## src/rtl/keypad_debounce_encoder.sv

```systemverilog
// Keypad front end: two-flop synchroniser, debounce FSM and priority encoder for
// 20 push buttons, with single-cycle strobe and optional auto-repeat.
module keypad_debounce_encoder #(
  parameter int DEBOUNCE_CYCLES = 3,
  parameter int REPEAT_EN       = 0,
  parameter int REPEAT_DELAY    = 50,
  parameter int REPEAT_RATE     = 10
) (
  input  logic        clk,
  input  logic        rst,
  input  logic [19:0] in,
  output logic [4:0]  keycode,
  output logic        strobe,
  output logic        held,
  output logic        multi
);

  localparam int CW = (DEBOUNCE_CYCLES > 1) ? $clog2(DEBOUNCE_CYCLES) : 1;
  localparam int RW = (REPEAT_RATE > 1) ? $clog2(REPEAT_RATE) : 1;
  localparam logic [CW-1:0] CNT_LAST  = CW'(DEBOUNCE_CYCLES - 1);
  localparam logic [RW-1:0] RATE_LAST = RW'(REPEAT_RATE - 1);
  localparam logic [15:0]   DELAY16   = 16'(REPEAT_DELAY);

  typedef enum logic [1:0] {
    IDLE        = 2'd0,
    DEB_PRESS   = 2'd1,
    HELD        = 2'd2,
    DEB_RELEASE = 2'd3
  } state_t;

  // Highest set line wins, so the function keys 16-19 override digits.
  function automatic logic [4:0] enc(input logic [19:0] v);
    logic [4:0] idx;
    idx = 5'd0;
    for (int i = 0; i < 20; i++) begin
      if (v[i]) begin
        idx = 5'(i);
      end
    end
    return idx;
  endfunction

  function automatic logic more_than_one(input logic [19:0] v);
    return (v & (v - 20'd1)) != 20'd0;
  endfunction

  logic [19:0]   meta_r;
  logic [19:0]   sync_r;
  state_t        state_r, state_s;
  logic [4:0]    cand_r, cand_s;
  logic [CW-1:0] cnt_r, cnt_s;
  logic [15:0]   rcnt_r, rcnt_s, rcnt_inc_s;
  logic [RW-1:0] rate_r, rate_s;
  logic [4:0]    keycode_r, keycode_s;
  logic          strobe_r, strobe_s;
  logic          held_r, held_s;
  logic          multi_r;
  logic [4:0]    key_s;
  logic          any_s;

  assign key_s = enc(sync_r);
  assign any_s = |sync_r;

  // Two-stage synchroniser on the raw button lines plus the registered multi flag.
  always_ff @(posedge clk or posedge rst) begin
    if (rst) begin
      meta_r  <= 20'd0;
      sync_r  <= 20'd0;
      multi_r <= 1'b0;
    end else begin
      meta_r  <= in;
      sync_r  <= meta_r;
      multi_r <= more_than_one(sync_r);
    end
  end

  // FSM state and datapath registers.
  always_ff @(posedge clk or posedge rst) begin
    if (rst) begin
      state_r   <= IDLE;
      cand_r    <= 5'd0;
      cnt_r     <= '0;
      rcnt_r    <= 16'd0;
      rate_r    <= '0;
      keycode_r <= 5'd0;
      strobe_r  <= 1'b0;
      held_r    <= 1'b0;
    end else begin
      state_r   <= state_s;
      cand_r    <= cand_s;
      cnt_r     <= cnt_s;
      rcnt_r    <= rcnt_s;
      rate_r    <= rate_s;
      keycode_r <= keycode_s;
      strobe_r  <= strobe_s;
      held_r    <= held_s;
    end
  end

  // Next-state and next-output logic.
  always_comb begin
    state_s    = state_r;
    cand_s     = cand_r;
    cnt_s      = cnt_r;
    rcnt_s     = rcnt_r;
    rate_s     = rate_r;
    keycode_s  = keycode_r;
    strobe_s   = 1'b0;
    held_s     = held_r;
    rcnt_inc_s = (rcnt_r == 16'hFFFF) ? rcnt_r : rcnt_r + 16'd1;
    case (state_r)
      IDLE: begin
        if (any_s) begin
          cand_s  = key_s;
          cnt_s   = '0;
          state_s = DEB_PRESS;
        end else begin
          state_s = IDLE;
        end
      end
      DEB_PRESS: begin
        if (!any_s) begin
          state_s = IDLE;
        end else if (key_s != cand_r) begin
          cand_s = key_s;
          cnt_s  = '0;
        end else if (cnt_r == CNT_LAST) begin
          keycode_s = cand_r;
          strobe_s  = 1'b1;
          held_s    = 1'b1;
          rcnt_s    = 16'd0;
          rate_s    = '0;
          state_s   = HELD;
        end else begin
          cnt_s = cnt_r + CW'(1);
        end
      end
      HELD: begin
        if (!any_s) begin
          cnt_s   = '0;
          state_s = DEB_RELEASE;
        end else if (REPEAT_EN == 1) begin
          rcnt_s = rcnt_inc_s;
          // Rate counter only runs once the initial delay has elapsed.
          if ((rcnt_inc_s == DELAY16) && (rcnt_r != DELAY16)) begin
            strobe_s = 1'b1;
            rate_s   = '0;
          end else if (rcnt_r >= DELAY16) begin
            if (rate_r == RATE_LAST) begin
              strobe_s = 1'b1;
              rate_s   = '0;
            end else begin
              rate_s = rate_r + RW'(1);
            end
          end else begin
            rate_s = rate_r;
          end
        end else begin
          rcnt_s = rcnt_r;
        end
      end
      DEB_RELEASE: begin
        if (any_s) begin
          state_s = HELD;
        end else if (cnt_r == CNT_LAST) begin
          held_s  = 1'b0;
          state_s = IDLE;
        end else begin
          cnt_s = cnt_r + CW'(1);
        end
      end
      default: begin
        state_s = IDLE;
      end
    endcase
  end

  assign keycode = keycode_r;
  assign strobe  = strobe_r;
  assign held    = held_r;
  assign multi   = multi_r;

endmodule

```

## config.mk

```make
export PLATFORM = sky130hd
export DESIGN_NAME = keypad_debounce_encoder
export DESIGN_NICKNAME = d
export VERILOG_FILES = /design/src/rtl/keypad_debounce_encoder.sv
export SDC_FILE = /design/constraint.sdc
export NUM_CORES = 1
export LEC_CHECK = 0
export ABC_CLOCK_PERIOD_IN_PS = 3250
export CAP_MARGIN = 20
export CORE_ASPECT_RATIO = 0.6
export CORE_UTILIZATION = 54
export DETAILED_ROUTE_END_ITERATION = 6
export GPL_TIMING_DRIVEN = 0
export PLACE_DENSITY = 0.76
export REMOVE_ABC_BUFFERS = 1
export SKIP_CTS_REPAIR_TIMING = 1
export SYNTH_ARGS = -nofsm -noshare
export SYNTH_HDL_FRONTEND = slang
export SYNTH_SLANG_ARGS = --single-unit
```

## constraint.sdc

```tcl
create_clock -name clk -period 3.25 [get_ports clk]
set_clock_uncertainty 0.05 [all_clocks]
set_input_delay 0.65 -clock clk [delete_from_list [all_inputs] [get_ports clk]]
set_output_delay 0.65 -clock clk [all_outputs]
set_load 0.05 [all_outputs]
```

## Word-level counts from Yosys, hierarchy flattened

Cells that the tools add are included.

- Bitwise operators: 2
- Reduce and logical (&&, ||, !) cells: 10
- Muxes and demuxes: 48
- Equality and inequality tests: 16
- Add/subtract/negate cells: 2

Operators by type and width:

| kind | count |
|---|---|
| 2-to-1 mux 5 bit | 21 |
| 2-to-1 mux 2 bit | 12 |
| AND 20 bit | 1 |
| nonzero test 20 bit | 1 |
| OR reduction 20 bit | 1 |
| subtractor 20 x 1 -> 20 bit (second input constant) | 1 |
| != test 2 bit (second input constant) | 8 |
| case mux 2 bit (4 select lines) | 2 |
| AND reduction 4 bit | 4 |
| 2-to-1 mux 1 bit | 11 |
| case mux 5 bit (2 select lines) | 1 |
| != test 3 bit (second input constant) | 3 |
| equality test 2 bit (second input constant) | 3 |
| AND reduction 6 bit | 1 |
| != test 5 bit | 1 |
| nonzero test 2 bit | 2 |
| adder 2 x 1 -> 2 bit (second input constant) | 1 |
| equality test 2 x 1 -> 1 bit (second input constant) | 1 |
| zero test 2 bit | 1 |
| case mux 1 bit (2 select lines) | 1 |
| NOT 1 bit | 1 |

- Logic and storage cells: 87
- Register bits: 57

## Longest topological paths before layout

Gate-level depths: netlist of run 1.

- Depth after elaboration: 23
- Depth in mapped cells: 7
- Depth with buffers taken out: 7

## Worst setup path after synthesis of run 1

Ideal clock, no wire load.

- Path kind: flip-flop to flip-flop
- Start point: reg sync_r[12]
- End point: reg cand_r[1]
- Period minus slack after synthesis: 2.274 ns
- Stages on the path, launching flop included: 8
- Slack: 0.976 ns
- Library setup time: 0.125 ns
- Arrival time: 2.099 ns
- Cells stage by stage: dfrtp_1 -> nor4_2 -> nand2_1 -> xnor2_1 -> a22oi_1 -> a211oi_4 -> a311o_2 -> mux2_4

- Cells in the longest elaborated chain, start to end: 11

RTL lines:

| item | line | RTL |
|---|---|---|
| start: declaration | 48 | `logic [19:0] sync_r;` |
| start signal: assignment | 72 | `sync_r <= meta_r;` |
| 2-to-1 mux 5 bit (8 in a row) | 36 | `if (v[i]) begin` |
| != test 5 bit / 2-to-1 mux 5 bit (equally long branches) | 124 | `end else if (key_s != cand_r) begin` |
| != test 2 bit (no line) / 2-to-1 mux 5 bit (equally long branches) | -- |  |
| AND reduction 4 bit (no line) / case mux 5 bit (2 select lines) (equally long branches) | -- |  |
| end signal: assignment | 90 | `cand_r <= cand_s;` |
| end: declaration | 50 | `logic [4:0] cand_r, cand_s;` |

Several ways; a longest one is shown, not always the timed one. The select of a mux whose other input is x is not followed.
A chain may end at the register's enable or synchronous reset.

## Worst setup path in the final report of run 1

- Start point: reg sync_r[1]
- End point: reg keycode_r[3] (netlist: keycode[3])

- Cells in the longest elaborated chain, start to end: 22

RTL lines:

| item | line | RTL |
|---|---|---|
| 2-to-1 mux 1 bit | 36 |  |
| 2-to-1 mux 5 bit (18 in a row) | 36 |  |
| != test 5 bit | 124 |  |
| NOT 1 bit (no line) | -- |  |
| AND reduction 4 bit (no line) (*) | -- |  |
| end signal: assignment | 94 | `keycode_r <= keycode_s;` |
| end: declaration | 54 | `logic [4:0] keycode_r, keycode_s;` |

Mark *: on every way between the ends. The rest lies on a longest branch, timed or not.

==> results of run 1 <==
## cell type report
type / instances / area (µm²)
clock buffers: 11 / 151.4
clock inverters: 5 / 77.57
multi-input cells: 122 / 883.3
fillers: 290 / 1182
well taps: 60 / 75.07
inverters: 10 / 37.54
repair buffers: 30 / 310.3
flip-flops and latches: 57 / 1426
## path summary, 6_finish.rpt
| kind | from | to | slack (ns) | depth (start not counted) |
|---|---|---|---|---|
| worst min-delay path | meta_r[16]$_DFF_PP0_ | sync_r[16]$_DFF_PP0_ | 0.30 | 0 |
| max in group asynchronous | rst | sync_r[4]$_DFF_PP0_ | 2.14 | 3 |
| worst max register to register | sync_r[1]$_DFF_PP0_ | keycode[3]$_DFFE_PP0P_ | 0.59 | 7 |
| worst min register to register | meta_r[16]$_DFF_PP0_ | sync_r[16]$_DFF_PP0_ | 0.30 | 0 |
| min in group asynchronous | rst | meta_r[18]$_DFF_PP0_ | 0.50 | 2 |
| worst max-delay path | sync_r[1]$_DFF_PP0_ | keycode[3]$_DFFE_PP0P_ | 0.59 | 7 |
## routing by layer
layer / vias to the layer above / wire (µm) / GRT usage
met5: - / 0 / 0
met4: 0 / 61 / 0.09016
met3: 8 / 406 / 0.08892
met2: 76 / 2015 / 0.3189
met1: 801 / 1928 / 0.3098
li1: 773 / - / -
## registers in the layout (all words and copies together), names as in the netlist, named ones only
signal and cells:
held 1, multi 1, sync_r 20, keycode 5, cand_r 5, strobe 1, state_r 1, cnt_r 2
meta_r 20
## power breakdown
group	leakage [nW]	switching (mW)	total (mW)	internal, mW
logic	0.442	0.301	0.518	0.217
clock network	0.115	0.264	0.734	0.470
registers	0.669	0.106	0.912	0.806
## through the flow
step	setup WS, ns	util	power, mW	cells
after floorplan	0.9758	-	1.266	189
after global placement	0.3358	0.6546	1.398	278
after detailed placement	0.6664	0.6594	1.437	279
after CTS	0.6212	0.7147	2.188	295
after global routing	0.4598	0.7147	2.279	295
final	0.5942	0.7147	2.164	295
## cell families (layout without fill, tap and decap cells)
family	count (synthesis)	after routing	share of synthesized area
simple gates	64	64	0.1618
flops	57	57	0.6067
compound gates	42	42	0.1389
buf+inv	11	56	0.01756
mux	7	7	0.03672
fa+ha+maj	5	5	0.02342
xor+xnor	4	4	0.01490
## cells in the final DEF, fill, tap and decap left out, types with 3 or more instances in the layout
cell type	instances
inv_1	9
dfrtp_1	57
nand3_1	9
clkbuf_8	11
a21oi_1	9
clkdlybuf4s50_1	29
nor2_1	20
o21ai_0	6
mux2_2	5
nand2_1	9
nand2b_1	3
maj3_1	3
o31ai_1	3
==> impl_metrics.py, run 1 <==
metrics = {
    "drt": {
        "routedWlPerCell_um": 14.96,
        "detail-route-antenna-nets": 0,
        "vias_per_cell": 5.620,
        "vias": 1658,
        "drc": 0,
        "routed_wl_mm": 4.412,
        "drtIter0Drc": 107,
        "dr.pass1.iters": 4,
    },
    "sta": {
        "period_minus_slack_ns": 2.656,
        "rsz0062_at_grt": "false",
        "hold_viol_final": 0,
        "worstMarginPinSlew_ns": 0.5037,
        "slew_viol_final": 0,
        "setup_viol": 0,
        "relSlewSlack": 0.6632,
        "fin_tns_setup_ns": 0,
        "clock.fmax_ghz": 0.3765,
        "min_period_over_period": 0.8172,
        "hold_ws_ns": 0.2968,
    },
    "setup_path": {
        "start_kind": "flip-flop",
        "path_class": "reg2reg",
        "cpPeakStageDelay_ns": 0.40,
        "path_delay_family": "simple AND/OR/NAND/NOR gates",
        "cp.required_ns": 3.41,
        "crit_chain": "nor4_2 > nand3_1 > or2_2 > nor2_2 > nor2_1 > nand4_4 > mux2_2",
        "critPathCaptureType": "flip-flop",
        "crit_fanout": 8,
        "cp.arrival_ns": 2.82,
        "slowest_stage": "dfrtp_1",
        "path_buf_inv": 0,
    },
    "die": {
        "core_um2": 4144,
        "dieArea_um2": 4630,
        "initial_core_util": 0.5673,
        "fp.dieW_um": 87.19,
        "num_rows": 18,
        "ioPinCount": 30,
        "die_h_um": 53.11,
    },
    "clock_tree": {
        "cts_tree": "yes",
        "clockRootBuffer": "clkbuf_8",
        "cts_buffers": 9,
        "clock_latency_ns": 0.33,
        "clk_pin_slew_worst_paths_ns": 0.06,
        "clockBufferDepth": 2,
        "htreeDepth": 3,
        "clock_sinks": 57,
    },
    "global_route": {
        "antenna_found_initial": 0,
        "gr-total-overflow": 0,
        "grt_pass1_wl_mm": 7.238,
        "grt_usage": 0.2252,
        "grt_max_degree": 48,
        "grt_pass1_vias": 1493,
    },
    "layout": {
        "nNetsFinal": 254,
        "syn_to_final_growth_pct": 25.97,
        "final_area_um2": 2962,
        "antenna_cells": 0,
        "drive_above_1_share": 0.1745,
    },
    "placed_design": {
        "port_buffers": 29,
        "dp_hpwl_mm": 3.090,
        "gp_congestion": 0.8209,
        "place_area_um2": 2733,
    },
    "yosys": {
        "yosysTopAreaCell": "dfrtp_1",
        "synth_area_leaders": "dfrtp_1 (61%), nor2_1 (3.2%), mux2_2 (2.4%)",
        "synth_warnings": 0,
        "synth-main-ff-cell": "dfrtp_1",
        "yosysSeqAreaShare": 0.6067,
        "synth_top_cell_area_share": 0.6067,
        "yosysMostFrequentCell": "dfrtp_1",
        "yosys.cell_types.count": 54,
        "synth_common_cells": "dfrtp_1 (57), nor2_1 (20), inv_1 (10)",
        "synthArstFlopShare": 1.000,
        "synth_edf_count": 0,
        "synth_area_per_cell_um2": 12.37,
        "syn_area_um2": 2351,
        "syn_inst": 190,
        "synth_seq_cells": 57,
    },
    "flow_run": {
        "maxCapViolCount": 0,
    },
    "min_path": {
        "worst_hold_path_type": "reg2reg",
    },
    "power_and_ir_drop": {
        "leakagePower_nw": 1.227,
        "p_per_area_nw_per_um2": 730.7,
        "ir_worst_vdd_mv": 0.4821,
    },
    "outcome": {
        "status": "completed",
    },
}
Power figures use the tool's default switching activity.
==> run 2, diff against run 1 <==
ABC_CLOCK_PERIOD_IN_PS = 2200   (was 3250)
CORE_UTILIZATION = 49   (was 54)
PLACE_DENSITY = 0.73   (was 0.76)
clock period = 2.2 ns   (was 3.25 ns; I/O delays follow)
==> impl_metrics.py, run 2 (synthesis gave the netlist of run 1 again) <==
metrics = {
    "outcome": {
        "status": "finished, violations left",
        "failed_checks": "setup timing",
    },
    "setup_path": {
        "r2r_slack_ns": -0.25,
        "path_buf_inv": 2,
        "slowest_stage": "dfrtp_2",
        "crit_chain": "nor4_4 > nand2_1 > xnor2_1 > a22oi_2 > a211oi_4 > buf_6 > a311o_2 > buf_6 > a32o_1",
        "start_kind": "flip-flop",
        "path_delay_family": "compound AO/OA/AOI/OAI gates",
        "setup.worst_path.start": "sync_r[8]$_DFF_PP0_",
        "path_class": "reg2reg",
        "crit_top_cell": "buf_6",
        "critPathCaptureType": "flip-flop",
        "cpPeakStageDelay_ns": 0.42,
        "cp.required_ns": 2.37,
        "cp.arrival_ns": 2.62,
        "crit_fanout": 7,
        "reg2reg_from": "sync_r[8]$_DFF_PP0_",
    },
    "die": {
        "core_um2": 4588,
        "fp.dieW_um": 91.43,
        "num_rows": 19,
        "ioPinCount": 30,
        "dieArea_um2": 5088,
        "initial_core_util": 0.5124,
        "die_h_um": 55.66,
    },
    "placed_design": {
        "gp_congestion": 0.7901,
        "dp_slack_ns": -0.3428,
        "dpl.cell_count": 282,
        "dp_hpwl_mm": 2.764,
        "port_buffers": 29,
    },
    "sta": {
        "hold_viol_final": 0,
        "worstMarginPinSlew_ns": 0.5186,
        "period_minus_slack_ns": 2.450,
        "setup_viol": 14,
        "rsz0062_at_grt": "true",
        "relSlewSlack": 0.6530,
        "slew_viol_final": 0,
        "min_period_over_period": 1.114,
        "fin_ws_ns": -0.2498,
        "hold_ws_ns": 0.2969,
        "clock.fmax_ghz": 0.4082,
    },
    "drt": {
        "drc": 0,
        "routedWlPerCell_um": 14.25,
        "vias": 1723,
        "dr.pass1.iters": 4,
        "vias_per_cell": 5.470,
        "drtIter0Drc": 124,
        "routed_wl_mm": 4.490,
        "detail-route-antenna-nets": 0,
    },
    "power_and_ir_drop": {
        "pwr-share-seq": 0.414,
        "power_frac_clock": 0.301,
        "p_per_area_nw_per_um2": 1018,
        "comb_power_share": 0.285,
        "p_sw_mw": 1.075,
        "leakagePower_nw": 1.314,
        "internal_power_mw": 2.187,
        "ir_worst_vdd_mv": 0.5909,
        "switching_share": 0.3296,
    },
    "clock_tree": {
        "cts_buffers": 9,
        "cts_tree": "yes",
        "clock_sinks": 57,
        "clockRootBuffer": "clkbuf_8",
        "clockBufferDepth": 2,
        "htreeDepth": 3,
        "clk_pin_slew_worst_paths_ns": 0.07,
        "clock_latency_ns": 0.34,
    },
    "global_route": {
        "grt_max_degree": 46,
        "grt_usage": 0.1783,
        "grt_pass1_wl_mm": 6.741,
        "gr-total-overflow": 0,
        "grt_pass1_vias": 1435,
        "antenna_found_initial": 0,
    },
    "layout": {
        "drive_above_1_share": 0.3175,
        "top_regs": "meta_r (20), sync_r (20)",
        "syn_to_final_growth_pct": 36.30,
        "post-route-util": 0.6984,
        "nNetsFinal": 271,
        "antenna_cells": 0,
        "fin_cells": 315,
        "final_cell_mix": "dfrtp_1 (51), clkdlybuf4s50_1 (29), nor2_1 (14), buf_4 (14), clkbuf_8 (10)",
        "final_common_cell": "dfrtp_1",
    },
    "flow_run": {
        "maxCapViolCount": 0,
    },
    "min_path": {
        "worst_hold_path_type": "in2async",
    },
}
run 2: power groups by stage:
| stage | Sequential (mW) | Clock [mW] | Combinational [mW] |
|---|---|---|---|
| after global routing | 1.37 | 1.06 | 0.986 |
| after detailed placement | 1.35 | 0 | 0.744 |
| after global placement | 1.35 | 0 | 0.728 |
| after floorplan | 1.45 | 0 | 0.416 |
| final | 1.35 | 0.983 | 0.929 |
| after CTS | 1.33 | 0.999 | 0.748 |
run 2: layout make-up:
class                      count  area, µm²
sequential                    57       1434
fill                         318       1384
multi-input combinational    122      999.7
timing repair buffer          47      449.2
clock buffer                  10      137.6
tap                           63      78.83
clock inverter                 6      67.56
inverter                      10      37.54
run 2: through the flow:
stage | instance area (µm²) | setup TNS, ns | total power [mW]
after detailed placement | 2736 | -3.166 | 2.094
after floorplan | 2347 | -0.1238 | 1.870
final | 3204 | -2.301 | 3.262
after global routing | 3204 | -3.600 | 3.415
after CTS | 2942 | -3.526 | 3.079
after global placement | 2716 | -35.94 | 2.078
run 2: final timing paths:
kind,to,depth (start not counted)
setup / recovery,cand_r[2]$_DFFE_PP0P_,9
max in group asynchronous,sync_r[10]$_DFF_PP0_,3
min in group clk,sync_r[3]$_DFF_PP0_,0
hold / removal,meta_r[17]$_DFF_PP0_,2
hold reg to reg,sync_r[3]$_DFF_PP0_,0
setup reg to reg,cand_r[2]$_DFFE_PP0P_,9
run 2: metal layers:
| metal | track usage | vias up | wire length, µm |
|---|---|---|---|
| met3 | 0.07104 | 14 | 357 |
| met5 | 0 | - | 0 |
| li1 | - | 808 | - |
| met1 | 0.2679 | 816 | 2136 |
| met2 | 0.2266 | 85 | 1896 |
| met4 | 0.07483 | 0 | 99 |
==> run 3, diff against run 2 <==
CTS_CLUSTER_DIAMETER = 30   (was unset)
==> results of run 3 <==
Final layout, timing and power as in run 2 (identical DEF).
